--- config.mk ---
export PLATFORM = sky130hd
export DESIGN_NAME = uart_tx_fifo
export DESIGN_NICKNAME = d
export VERILOG_FILES = /design/src/rtl/uart_tx_fifo_pkg.sv /design/src/rtl/uart_tx_fifo_ram_dp.sv /design/src/rtl/uart_tx_fifo.sv
export SDC_FILE = /design/constraint.sdc
export NUM_CORES = 1
export LEC_CHECK = 0
export CAP_MARGIN = 20
export CORE_MARGIN = 4
export CORE_UTILIZATION = 62
export DETAILED_ROUTE_END_ITERATION = 12
export PLACE_DENSITY = 0.84
export SYNTH_ARGS = -nofsm -noshare
export SYNTH_HDL_FRONTEND = slang
export SYNTH_SLANG_ARGS = --single-unit
--- constraint.sdc ---
create_clock -name clk -period 7.4 [get_ports clk]
set_clock_uncertainty 0.1 [all_clocks]
set_input_delay 0.74 -clock clk [delete_from_list [all_inputs] [get_ports clk]]
set_output_delay 0.74 -clock clk [all_outputs]
set_load 0.02 [all_outputs]
--- src/rtl/uart_tx_fifo_pkg.sv ---
// Shared definitions for the UART transmit buffer: drain FSM encoding, the
// port_id constants the address decoder uses for the TX ports, and a status helper.
package uart_tx_fifo_pkg;

   typedef enum logic [1:0] {
      S_IDLE = 2'd0,
      S_LOAD = 2'd1,
      S_BUSY = 2'd2
   } tx_state_e;

   localparam logic [7:0] TX_DATA_PORT = 8'h10;
   localparam logic [7:0] TX_CTRL_PORT = 8'h11;
   localparam logic [7:0] TX_STAT_PORT = 8'h12;

   localparam int STAT_COUNT_W = 5;

   // Status byte as read back through in_port; assembled by the read mux, not the FIFO.
   function automatic logic [7:0] tx_status_byte(
      input logic                    ovf,
      input logic                    is_full,
      input logic                    is_empty,
      input logic [STAT_COUNT_W-1:0] cnt
   );
      return {ovf, is_full, is_empty, cnt};
   endfunction

endpackage

--- src/rtl/uart_tx_fifo_ram_dp.sv ---
// Register-array storage for the TX FIFO: one synchronous write port and one
// asynchronous read port, so a pop can capture the head entry on the same edge.
module fifo_ram_dp #(
   parameter int DATA_W = 8,
   parameter int ADDR_W = 4
) (
   input  logic              clk,
   input  logic              wr_en,
   input  logic [ADDR_W-1:0] wr_addr,
   input  logic [DATA_W-1:0] wr_data,
   input  logic [ADDR_W-1:0] rd_addr,
   output logic [DATA_W-1:0] rd_data
);

   logic [DATA_W-1:0] mem [2**ADDR_W];

   always_ff @(posedge clk) begin
      if (wr_en) begin
         mem[wr_addr] <= wr_data;
      end
   end

   assign rd_data = mem[rd_addr];

endmodule

--- src/rtl/uart_tx_fifo.sv ---
// Transmit-side FIFO between the PicoBlaze TX data port and the UART transmit
// engine; a three-state drain FSM hands bytes over with a load/ready handshake.
module uart_tx_fifo
   import uart_tx_fifo_pkg::*;
#(
   parameter int DATA_W     = 8,
   parameter int DEPTH_LOG2 = 4
) (
   input  logic              clk,
   input  logic              reset,
   input  logic              wr_en,
   input  logic [DATA_W-1:0] din,
   input  logic              clr_ovf,
   input  logic              tx_rdy,
   output logic              tx_load,
   output logic [DATA_W-1:0] tx_data,
   output logic              empty,
   output logic              full,
   output logic [DEPTH_LOG2:0] count,
   output logic              overflow
);

   localparam int CNT_W = DEPTH_LOG2 + 1;
   localparam int DEPTH = 2 ** DEPTH_LOG2;
   localparam logic [CNT_W-1:0] FULL_COUNT = CNT_W'(DEPTH);

   logic [DEPTH_LOG2-1:0] wr_ptr_q, wr_ptr_d;
   logic [DEPTH_LOG2-1:0] rd_ptr_q, rd_ptr_d;
   logic [CNT_W-1:0]      count_q, count_d;
   logic                  empty_q, empty_d;
   logic                  full_q, full_d;
   logic                  overflow_q, overflow_d;

   tx_state_e             state_q;
   logic                  tx_load_q;
   logic [DATA_W-1:0]     tx_data_q;

   logic                  pop;
   logic                  push;
   logic                  drop;
   logic [DATA_W-1:0]     rd_data;

   fifo_ram_dp #(
      .DATA_W (DATA_W),
      .ADDR_W (DEPTH_LOG2)
   ) u_ram (
      .clk     (clk),
      .wr_en   (push),
      .wr_addr (wr_ptr_q),
      .wr_data (din),
      .rd_addr (rd_ptr_q),
      .rd_data (rd_data)
   );

   // A pop frees the slot it reads, so a full FIFO still accepts a same-cycle push.
   always_comb begin
      pop  = (state_q == S_IDLE) && !empty_q && tx_rdy;
      push = wr_en && (!full_q || pop);
      drop = wr_en && full_q && !pop;

      wr_ptr_d = push ? wr_ptr_q + DEPTH_LOG2'(1) : wr_ptr_q;
      rd_ptr_d = pop  ? rd_ptr_q + DEPTH_LOG2'(1) : rd_ptr_q;

      count_d = count_q;
      case ({push, pop})
         2'b10:   count_d = count_q + CNT_W'(1);
         2'b01:   count_d = count_q - CNT_W'(1);
         default: count_d = count_q;
      endcase

      empty_d = (count_d == '0);
      full_d  = (count_d == FULL_COUNT);

      overflow_d = overflow_q;
      if (drop) begin
         overflow_d = 1'b1;
      end else if (clr_ovf) begin
         overflow_d = 1'b0;
      end
   end

   always_ff @(posedge clk) begin
      if (reset) begin
         wr_ptr_q   <= '0;
         rd_ptr_q   <= '0;
         count_q    <= '0;
         empty_q    <= 1'b1;
         full_q     <= 1'b0;
         overflow_q <= 1'b0;
      end else begin
         wr_ptr_q   <= wr_ptr_d;
         rd_ptr_q   <= rd_ptr_d;
         count_q    <= count_d;
         empty_q    <= empty_d;
         full_q     <= full_d;
         overflow_q <= overflow_d;
      end
   end

   // BUSY only releases once the transmitter has dropped tx_rdy, so a byte is
   // never loaded into a transmitter that has not yet taken the previous one.
   always_ff @(posedge clk) begin
      if (reset) begin
         state_q   <= S_IDLE;
         tx_load_q <= 1'b0;
         tx_data_q <= '0;
      end else begin
         case (state_q)
            S_IDLE: begin
               tx_load_q <= 1'b0;
               if (pop) begin
                  tx_data_q <= rd_data;
                  tx_load_q <= 1'b1;
                  state_q   <= S_LOAD;
               end
            end
            S_LOAD: begin
               tx_load_q <= 1'b0;
               state_q   <= S_BUSY;
            end
            S_BUSY: begin
               tx_load_q <= 1'b0;
               if (!tx_rdy) begin
                  state_q <= S_IDLE;
               end
            end
            default: begin
               tx_load_q <= 1'b0;
               state_q   <= S_IDLE;
            end
         endcase
      end
   end

   assign tx_load  = tx_load_q;
   assign tx_data  = tx_data_q;
   assign empty    = empty_q;
   assign full     = full_q;
   assign count    = count_q;
   assign overflow = overflow_q;

endmodule

==> metrics.md <==
| Metric | Value |
|---|---|
| WP data arrival | approximately 4.2 ns |
| Placer Congestion | slightly above 0.8 |
| DP Area | ~6500 um^2 |
| Die area | ~12,000 um^2 |
| Clk root buf | clkbuf_8 |
| Fmax | approximately 260 MHz |
| Mapped Nets | around 380 |
| Clk_lat worst skew | ~0.53 ns |
| Routed vias | about 3,300 |
| Max-slew headroom | between 30 and 40% |
| Max Cap Violations | 0 |
| Synth Register Bits | ~160 |
| Cells after synthesis | 363 |
| Port buffer count | 29 |
| Share of cells above drive strength 1 | a little under a fifth |
| Delay-heaviest family, CP | simple AND/OR/NAND/NOR gates |
| Minimum clock period | 3.80 ns |
| RSZ-0062 raised after global routing | false |
| IO Pins | 30 |
| Ys Warns | 0 |
| CTS Hold Bufs | 0 |
| Largest fanout on the critical path | 14 |
| Largest net degree at the start of global routing | 35 |
| Pre-CTS setup slack | just over 3 ns |
| Core ar. | slightly below 10,000 um^2 |
| Commonest cells post-synth | edfxtp_1, mux4_2, nor2_1 |
| Max incr delay on CP | about 0.70 ns |
| Die X | 108 um |
| Routed Wire Length | roughly 12,000 um |
| Required time worst endpoint | ~7.8 ns |
| Die Y | ~110 um |
| H-tree levels | 4 |
| Resize count post-CTS | 0 |
| Run status | finished, final reports clean |
| Synth top area cells | edfxtp_1, mux4_2, dfxtp_1 |
| Crit Path Category | input port to register |
| Antenna-violating nets left | 0 |
| # setup viols final | 0 |
| Buf/Inv on CP | 2 |
| CP most frequent cell | ha_1 |
| P&R area growth vs syn | 16.0% |
| CTS tree | done |
| Yosys cell types | 36 |
| Clock buffer depth | 2 |
| Slew Viols, Final | 0 |
| CP Cell Sequence | clkdlybuf4s50_1 > or4b_1 > a21boi_4 > inv_1 > ha_1 > xor2_1 > ha_1 > a21oi_1 > mux2i_1 > xnor2_1 > a211oi_1 > nor2b_1 |
| Slowest cell on the critical path | or4b_1 |
| Top-count cell post-synth | edfxtp_1 |
| Overflow after GRT | 0 |
| Primary FF master, synth | edfxtp_1 |
| Hold Path Class | register to register |
| CP Capture Type | register |
| Reg2Reg Setup Slack | slightly below 4 ns |
| # rows | 36 |
| Total CTS buffers | 17 |
| Fraction of registers with async set/reset | 0% |
| Final Cycle Share | around 51% |
| First-pass iteration count of the detailed router | 5 |
| Post-Syn Area | ~6200 um^2 |
| Total negative slack | 0 ns |
| Endpoints failing hold | 0 |
| Post-CTS Setup Bufs | 0 |
| Register area share after synthesis | between 70% and 80% |
| All-Layer GR Usage | between 20% and 30% |
| Worst Tran Pin Value | between 0.9 and 1 ns |
| Drt drc | 0 |
| ANT cells | 0 |
| Startpoint types | input port |
| Number of vias per cell | between 6 and 7 |
| P per Cell Area | between 300 and 400 nW/um^2 |
| Syn_area_per_cell | between 15 and 20 um^2 |
| Drt wl/cell | about 23 um |
| Initial Utilization | a little over three fifths |
| Initial DRC count | between 300 and 400 |
| Initial antenna violation count | 0 |
| Leak pwr | between 2 and 2.5 nW |
| Final net count | 414 |
| Sink Count | 155 |
| Fill cells | ~560 |
| Worst-path clk slew | roughly 0.06 ns |
| Post-synth EDFFs | between 100 and 150 |
| VDD IR max | ~200 uV |
| Post-Layout Inst Area | approximately 7100 um^2 |
| First-pass GRT wire length | about 19,000 um |
| Final WS setup | approximately 3.6 ns |
| Vias in the first global route | 3,385 |
| Synth top area share | between 60% and 70% |
| Hpwl dp | 7400 um |
| Largest area contributor in the netlist | edfxtp_1 |
==> registers in the layout, indices dropped and copies added, names as in the netlist <==
signal	cells
u_ram.mem	128
tx_data	8
count	5
rd_ptr_q	4
wr_ptr_q	4
state_q	2
empty	1
full	1
overflow	1
tx_load	1
==> cell usage in the layout (no fill, tap or decap), types with 2 or more instances in the layout <==
| cell | count |
|---|---|
| nand3_1 | 2 |
| nand3b_1 | 3 |
| o21ai_0 | 10 |
| a22o_1 | 16 |
| clkinv_2 | 3 |
| bufinv_16 | 3 |
| nor3_1 | 4 |
| dfxtp_1 | 26 |
| inv_6 | 3 |
| nor2b_1 | 7 |
| inv_1 | 7 |
| ha_1 | 8 |
| clkdlybuf4s50_1 | 29 |
| nand2b_1 | 3 |
| a21oi_1 | 15 |
| clkbuf_4 | 2 |
| xnor2_1 | 3 |
| mux2i_1 | 2 |
| nand4_1 | 2 |
| mux2_2 | 2 |
| o21a_1 | 2 |
| mux4_2 | 32 |
| xor2_1 | 7 |
| nand2_1 | 16 |
| edfxtp_1 | 128 |
| buf_4 | 3 |
| nor2_1 | 31 |
| clkinvlp_4 | 4 |
| clkbuf_16 | 16 |
==> power breakdown <==
part | total, mW | switching (mW) | internal (mW) | leakage (nW)
combinational | 0.309 | 0.155 | 0.153 | 0.695
clock | 0.856 | 0.343 | 0.513 | 0.277
sequential | 1.02 | 0.0380 | 0.980 | 1.38
total | 2.18 | 0.536 | 1.65 | 2.35
==> cell type report <==
class | instances | area [um^2] | share of cell area (%)
clock buffers | 17 | 414 | 5.80
well taps | 133 | 166 | 2.33
clock inverters | 14 | 170 | 2.38
inverters | 7 | 26.3 | 0.368
multi-input cells | 177 | 1640 | 23.0
flip-flops and latches | 155 | 4390 | 61.4
repair buffers | 35 | 333 | 4.66
==> kinds of logic after synthesis <==
kind of cell	after synthesis	share of synthesized area, %
compound gates	50	5.68
xor+xnor	10	1.42
fa+ha+maj	8	1.63
buf+inv	31	2.01
flops	155	71.3
mux	36	12.4
simple gates	73	5.57
==> path summary, 6_finish.rpt <==
check / from / to / cells after the start
hold reg to reg: tx_data[0] / tx_data[0] / 2
setup / recovery: tx_rdy / full / 12
hold / removal: tx_data[0] / tx_data[0] / 2
setup reg to reg: state_q[1] / full / 11
==> per-layer routing <==
metal  wire length [um]  share of wire, %  GRT usage (%)  vias to the layer above
li1                   -                 -              -                     1468
met2               6130                51           35.6                      167
met4                273               2.3           9.56                        0
met5                  0                 0              0                        -
met1               4800                40           30.1                     1684
met3                911               7.5           6.54                       24
==> per-stage QoR <==
step | instances | utilization (%) | hold slack [ns] | total power [mW]
after global placement | 504 | 67.2 | 0.347 | 1.33
after floorplan | 363 | - | 0.354 | 1.25
after global routing | 538 | 73.4 | 0.394 | 2.27
after detailed placement | 504 | 67.2 | 0.358 | 1.34
final | 538 | 73.4 | 0.361 | 2.18
after CTS | 535 | 73.2 | 0.367 | 2.19
==> tightest hold or removal path, stage by stage (launching register included) <==
cell	delay (ns)
dfxtp_1	0.31
nand2_1	0.05
a21oi_1	0.05
(Power assumes the default switching activity.)
